==> src/rtl/gsu_go_irq_ctrl_pkg.sv <==
// Shared types and constants for the GSU run controller.
package gsu_go_irq_ctrl_pkg;

  localparam int unsigned STATE_W     = 2;
  localparam int unsigned SFR_W       = 16;
  localparam int unsigned SFR_GO_BIT  = 5;
  localparam int unsigned SFR_IRQ_BIT = 15;

  // Controller states; encoding 3 is unused and recovers to IDLE.
  typedef enum logic [STATE_W-1:0] {
    ST_IDLE  = 2'd0,
    ST_RUN   = 2'd1,
    ST_DRAIN = 2'd2
  } state_e;

  // Places the GO and IRQ flags at their positions in the SFR status word.
  function automatic logic [SFR_W-1:0] sfr_flags(input logic go, input logic irq);
    logic [SFR_W-1:0] w;
    w              = '0;
    w[SFR_GO_BIT]  = go;
    w[SFR_IRQ_BIT] = irq;
    return w;
  endfunction

endpackage

==> src/rtl/gsu_go_irq_ctrl_sync_sr_flag.sv <==
// Clocked set/clear flag; SET_WINS picks which request dominates when both fire.
module gsu_go_irq_ctrl_sync_sr_flag
  import gsu_go_irq_ctrl_pkg::*;
#(
  parameter bit SET_WINS = 1'b0
) (
  input  logic clk,
  input  logic rst_n,
  input  logic set,
  input  logic clr,
  output logic q
);

  // Flag register with configurable set/clear priority.
  always_ff @(posedge clk or negedge rst_n) begin
    if (!rst_n) begin
      q <= 1'b0;
    end else if (set && (SET_WINS || !clr)) begin
      q <= 1'b1;
    end else if (clr) begin
      q <= 1'b0;
    end
  end

endmodule

==> src/rtl/gsu_go_irq_ctrl.sv <==
// GSU run controller: sequences start/run/drain/stop and owns the GO and IRQ flags.
module gsu_go_irq_ctrl
  import gsu_go_irq_ctrl_pkg::*;
#(
  parameter int unsigned DRAIN_CYCLES = 3,
  parameter int unsigned CNT_W        = 4
) (
  input  logic               clk,
  input  logic               rst_n,
  input  logic               snes_go_wr,
  input  logic               snes_go_data,
  input  logic               snes_sfr_rd,
  input  logic               core_stop,
  input  logic               core_busy,
  input  logic               irq_mask,
  output logic               go,
  output logic               irq_flag,
  output logic               core_run,
  output logic               core_flush,
  output logic               irq_n,
  output logic [STATE_W-1:0] state_dbg
);

  localparam logic [CNT_W-1:0] CNT_LOAD = CNT_W'(DRAIN_CYCLES - 1);
  localparam logic [CNT_W-1:0] CNT_ONE  = CNT_W'(1);

  state_e           state_q, state_d;
  logic [CNT_W-1:0] cnt_q, cnt_d;
  logic             abort_q, abort_d;
  logic             run_d, flush_d;
  logic             go_set, go_clr, irq_set;

  // State, drain counter, abort flag and core-facing output registers.
  always_ff @(posedge clk or negedge rst_n) begin
    if (!rst_n) begin
      state_q    <= ST_IDLE;
      cnt_q      <= '0;
      abort_q    <= 1'b0;
      core_run   <= 1'b0;
      core_flush <= 1'b0;
    end else begin
      state_q    <= state_d;
      cnt_q      <= cnt_d;
      abort_q    <= abort_d;
      core_run   <= run_d;
      core_flush <= flush_d;
    end
  end

  // Next-state, flag requests and next output values.
  always_comb begin
    state_d = state_q;
    cnt_d   = cnt_q;
    abort_d = abort_q;
    run_d   = 1'b0;
    flush_d = 1'b0;
    go_set  = 1'b0;
    go_clr  = 1'b0;
    irq_set = 1'b0;
    case (state_q)
      ST_IDLE: begin
        if (snes_go_wr && snes_go_data) begin
          state_d = ST_RUN;
          go_set  = 1'b1;
          run_d   = 1'b1;
        end
      end
      ST_RUN: begin
        run_d = 1'b1;
        // A GO=0 write dominates a simultaneous STOP and marks the drain as aborted.
        if ((snes_go_wr && !snes_go_data) || core_stop) begin
          state_d = ST_DRAIN;
          abort_d = snes_go_wr && !snes_go_data;
          cnt_d   = CNT_LOAD;
          run_d   = 1'b0;
          flush_d = 1'b1;
        end
      end
      ST_DRAIN: begin
        if (cnt_q != '0) begin
          cnt_d = cnt_q - CNT_ONE;
        end
        if ((cnt_q == '0) && !core_busy) begin
          state_d = ST_IDLE;
          go_clr  = 1'b1;
          irq_set = !abort_q;
          abort_d = 1'b0;
        end
      end
      default: begin
        state_d = ST_IDLE;
      end
    endcase
  end

  // GO flag: cleared only by drain exit, which never coincides with a start.
  gsu_go_irq_ctrl_sync_sr_flag #(.SET_WINS(1'b0)) u_go_flag (
    .clk   (clk),
    .rst_n (rst_n),
    .set   (go_set),
    .clr   (go_clr),
    .q     (go)
  );

  // IRQ flag: a read racing the set sampled the old value, so set wins.
  gsu_go_irq_ctrl_sync_sr_flag #(.SET_WINS(1'b1)) u_irq_flag (
    .clk   (clk),
    .rst_n (rst_n),
    .set   (irq_set),
    .clr   (snes_sfr_rd),
    .q     (irq_flag)
  );

  // Mask gates only the line to the SNES, never the pending flag.
  assign irq_n     = ~(irq_flag & ~irq_mask);
  assign state_dbg = state_q;

endmodule

==> config.mk <==
export PLATFORM = sky130hd
export DESIGN_NAME = gsu_go_irq_ctrl
export DESIGN_NICKNAME = d
export VERILOG_FILES = /design/src/rtl/gsu_go_irq_ctrl_pkg.sv /design/src/rtl/gsu_go_irq_ctrl_sync_sr_flag.sv /design/src/rtl/gsu_go_irq_ctrl.sv
export SDC_FILE = /design/constraint.sdc
export NUM_CORES = 1
export LEC_CHECK = 0
export CAP_MARGIN = 15
export CORE_AREA = 2 2 39 41
export CTS_CLUSTER_DIAMETER = 50
export DETAILED_ROUTE_END_ITERATION = 8
export DIE_AREA = 0 0 41 43
export GPL_TIMING_DRIVEN = 0
export PLACE_DENSITY = 0.68
export SKIP_LAST_GASP = 1
export SLEW_MARGIN = 20
export SYNTH_ARGS = -nofsm -noshare
export SYNTH_HDL_FRONTEND = slang
export SYNTH_SLANG_ARGS = --single-unit
==> constraint.sdc <==
create_clock -name clk -period 4.2 [get_ports clk]
set_input_delay 1.05 -clock clk [delete_from_list [all_inputs] [get_ports clk]]
set_output_delay 1.05 -clock clk [all_outputs]
set_load 0.05 [all_outputs]
==> metrics.md <==
| Metric | Value |
|---|---|
| EDFF count, synth | `0` |
| Via count | `382` |
| Element type at the critical path start | `input pin` |
| Post-route ant nets | `0` |
| Post-Syn Nets | `56` |
| Post-synth top cells | `dfrtp_1 (11), nand2_1 (5), inv_1 (4), o21ai_0 (4), nand3_1 (3)` |
| Worst rel slew slack | `66.7%` |
| Clock Power Share | `15.0%` |
| Overflow after GRT | `0` |
| Worst hold path class | `flop to flop` |
| Non-Filler Instances | `81` |
| Setup TNS | `0 ns` |
| Die H | `43 um` |
| Number of global-route vias before repair | `389` |
| Post-CTS Resized | `0` |
| CTS tree | `yes` |
| Clock buffer count from CTS | `3` |
| Inst Count DP | `77` |
| # DRC | `0` |
| Fin crit share | `81.9%` |
| Critical path class | `input pin to primary output` |
| Die W | `41 um` |
| Main synth FF type | `dfrtp_1` |
| Worst setup margin | `0.762 ns` |
| Global Route Usage Sum | `13.4%` |
| Leak pwr | `0.000300 uW` |
| Clock latency on the worst-skew pair | `0.26 ns` |
| Final Hold Viols | `0` |
| Fillcell total | `130` |
| R2r worst-path depth | `6` |
| Num rows | `14` |
| Synth cell types | `21` |
| Area share of the largest cell type after synthesis | `55.4%` |
| Postcts setup bufs | `0` |
| Max IR drop VDD | `0.232 mV` |
| P_sw | `195 uW` |
| Worst-path fanout max | `1` |
| Iteration count of the initial detailed-routing pass | `4` |
| Peak Freq | `291 MHz` |
| Final net count | `75` |
| Sequential Power Share | `37.2%` |
| PnR Total Power | `469 uW` |
| Wirelength per Cell | `10.7 um` |
| Max clock buf depth | `2` |
| Yosys top cell by area | `dfrtp_1` |
| Io pins | `15` |
| Starting density of the core | `35.9%` |
| Async S/R FF share, synth | `100%` |
| Mapped cell area | `497 um^2` |
| Synth Warn # | `0` |
| Slew @ Worst Pin | `0.497 ns` |
| Ranking of synthesized cells by area | `dfrtp_1 (55%), a32o_1 (4.0%), o21ai_0 (4.0%)` |
| Hold Path Depth | `1` |
| Post-route minimum period | `3.44 ns` |
| Crit path DAT | `2.39 ns` |
| Largest net degree at the start of global routing | `12` |
| Post-synthesis sequential area ratio | `55.4%` |
| CP required | `3.15 ns` |
| Routed wl met2 | `401 um` |
| Post-Route M1 WL | `429 um` |
| Clock Skew | `0.00195 ns` |
| Crit. End Element | `primary output` |
| Share of cells above drive strength 1 | `12.3%` |
| Mean post-synth cell area | `10.6 um^2` |
| RSZ-0062 raised after global routing | `false` |
| #FFs+latches synth | `11` |
| DR top layer | `met3` |
| Die ar. | `1760 um^2` |
| Outcome | `completed` |
| Final slew viol count | `0` |
| Initial antenna violation count | `0` |
| Sink Count | `11` |
| Combinational power share | `47.8%` |
| Area Overhead vs Synth | `37.5%` |
| Synth Instances | `47` |
| H-tree depth | `1` |
| Cts-stage hold buffer count | `0` |
| Metal3 WL | `36 um` |
| Pre-CTS WS | `0.763 ns` |
| Core box area | `1380 um^2` |
| Max-cap violations | `0` |
| Internal power | `274 uW` |
| Initial drt markers | `6` |
| Top-count cell post-synth | `dfrtp_1` |
| First-pass GRT wire length | `1590 um` |
| Switching Share | `41.6%` |
| Clk slew on worst S/H paths | `0.07 ns` |
| Placer Congestion | `0.740` |
| Clk root buf | `clkbuf_4` |
| PwrDens | `686 nW/um^2` |
| Final setup fails | `0` |
| Port Buf Inserts | `14` |
| Routed WL | `866 um` |
| N_diodes | `0` |
| Final HPWL from detailed placement | `662 um` |
| Routed vias/inst | `4.72` |
sequential cells by signal, summed over array words and instances (netlist names):
register,cells
abort_q,1
cnt_q,4
core_flush,1
core_run,1
state_dbg,2
u_go_flag.q,1
u_irq_flag.q,1
critical path, stage by stage:
cell and delay, ns:
clkdlybuf4s50_1 0.45, nand2b_1 0.09, clkdlybuf4s50_1 0.79
per-layer routing:
layer / global-route usage [%] / up-vias
met5: 0 / -
met4: 8.00 / 0
met3: 1.57 / 0
met2: 18.4 / 9
met1: 19.5 / 171
li1: - / 202
per-stage QoR:
stage,hold slack (ns),utilization (%),area [um^2]
after floorplan,0.424,-,497
after global placement,0.435,47.5,657
after detailed placement,0.442,47.5,657
after CTS,0.451,49.4,683
after global routing,0.503,49.4,683
final,0.449,49.4,683
area by class of cell:
cell class / count / area (um^2) / share of cell area (%)
sequential: 11 / 275 / 40.3
clock buffer: 4 / 26.3 / 3.85
timing repair buffer: 14 / 140 / 20.5
multi-input combinational: 32 / 206 / 30.2
inverter: 4 / 15.0 / 2.20
tap: 16 / 20.0 / 2.93
final timing paths:
path,startpoint,to,slack [ns]
max,irq_mask,irq_n,0.76
min,abort_q$_DFFE_PN0P_,u_irq_flag.q$_DFFE_PN0P_,0.45
max reg2reg,cnt_q[0]$_DFFE_PN0P_,abort_q$_DFFE_PN0P_,2.62
min reg2reg,abort_q$_DFFE_PN0P_,u_irq_flag.q$_DFFE_PN0P_,0.45
max in group asynchronous,rst_n,state_dbg[1]$_DFFE_PN0P_,2.74
min in group asynchronous,rst_n,cnt_q[1]$_DFFE_PN0P_,1.12
cells in the final DEF (no fill, tap or decap), drive strengths merged:
cell type,synthesis,routed
or2b,1,1
a32o,2,2
and2b,3,3
or3b,1,1
dfrtp,11,11
clkbuf,0,4
clkdlybuf4s50,0,14
nor2,3,3
nor3,1,1
ha,1,1
o21ai,5,5
nand2b,1,1
nand2,6,6
a2111oi,2,2
inv,4,4
o22ai,1,1
nand3,3,3
o211ai,1,1
xnor2,1,1
cells by family (layout without fill, tap and decap cells):
| family | Yosys count | in the layout | share of synthesized area [%] |
|---|---|---|---|
| buffers and inverters | 4 | 22 | 3.02 |
| AND/OR/NAND/NOR | 19 | 19 | 21.9 |
| XOR/XNOR | 1 | 1 | 1.76 |
| adder cells (fa/ha/maj) | 1 | 1 | 2.52 |
| AO/OA/AOI/OAI | 11 | 11 | 15.4 |
| flip-flops | 11 | 11 | 55.4 |
power by group through the flow:
stage / Clock, uW / Sequential, uW / Combinational, uW
6_report: 70.3 / 175 / 224
5_1_grt: 80.6 / 182 / 251
4_1_cts: 72.4 / 175 / 226
3_5_place_dp: 0 / 177 / 226
3_3_place_gp: 0 / 175 / 222
2_1_floorplan: 0 / 234 / 101
No activity file was read; power rests on OpenSTA's default activity.
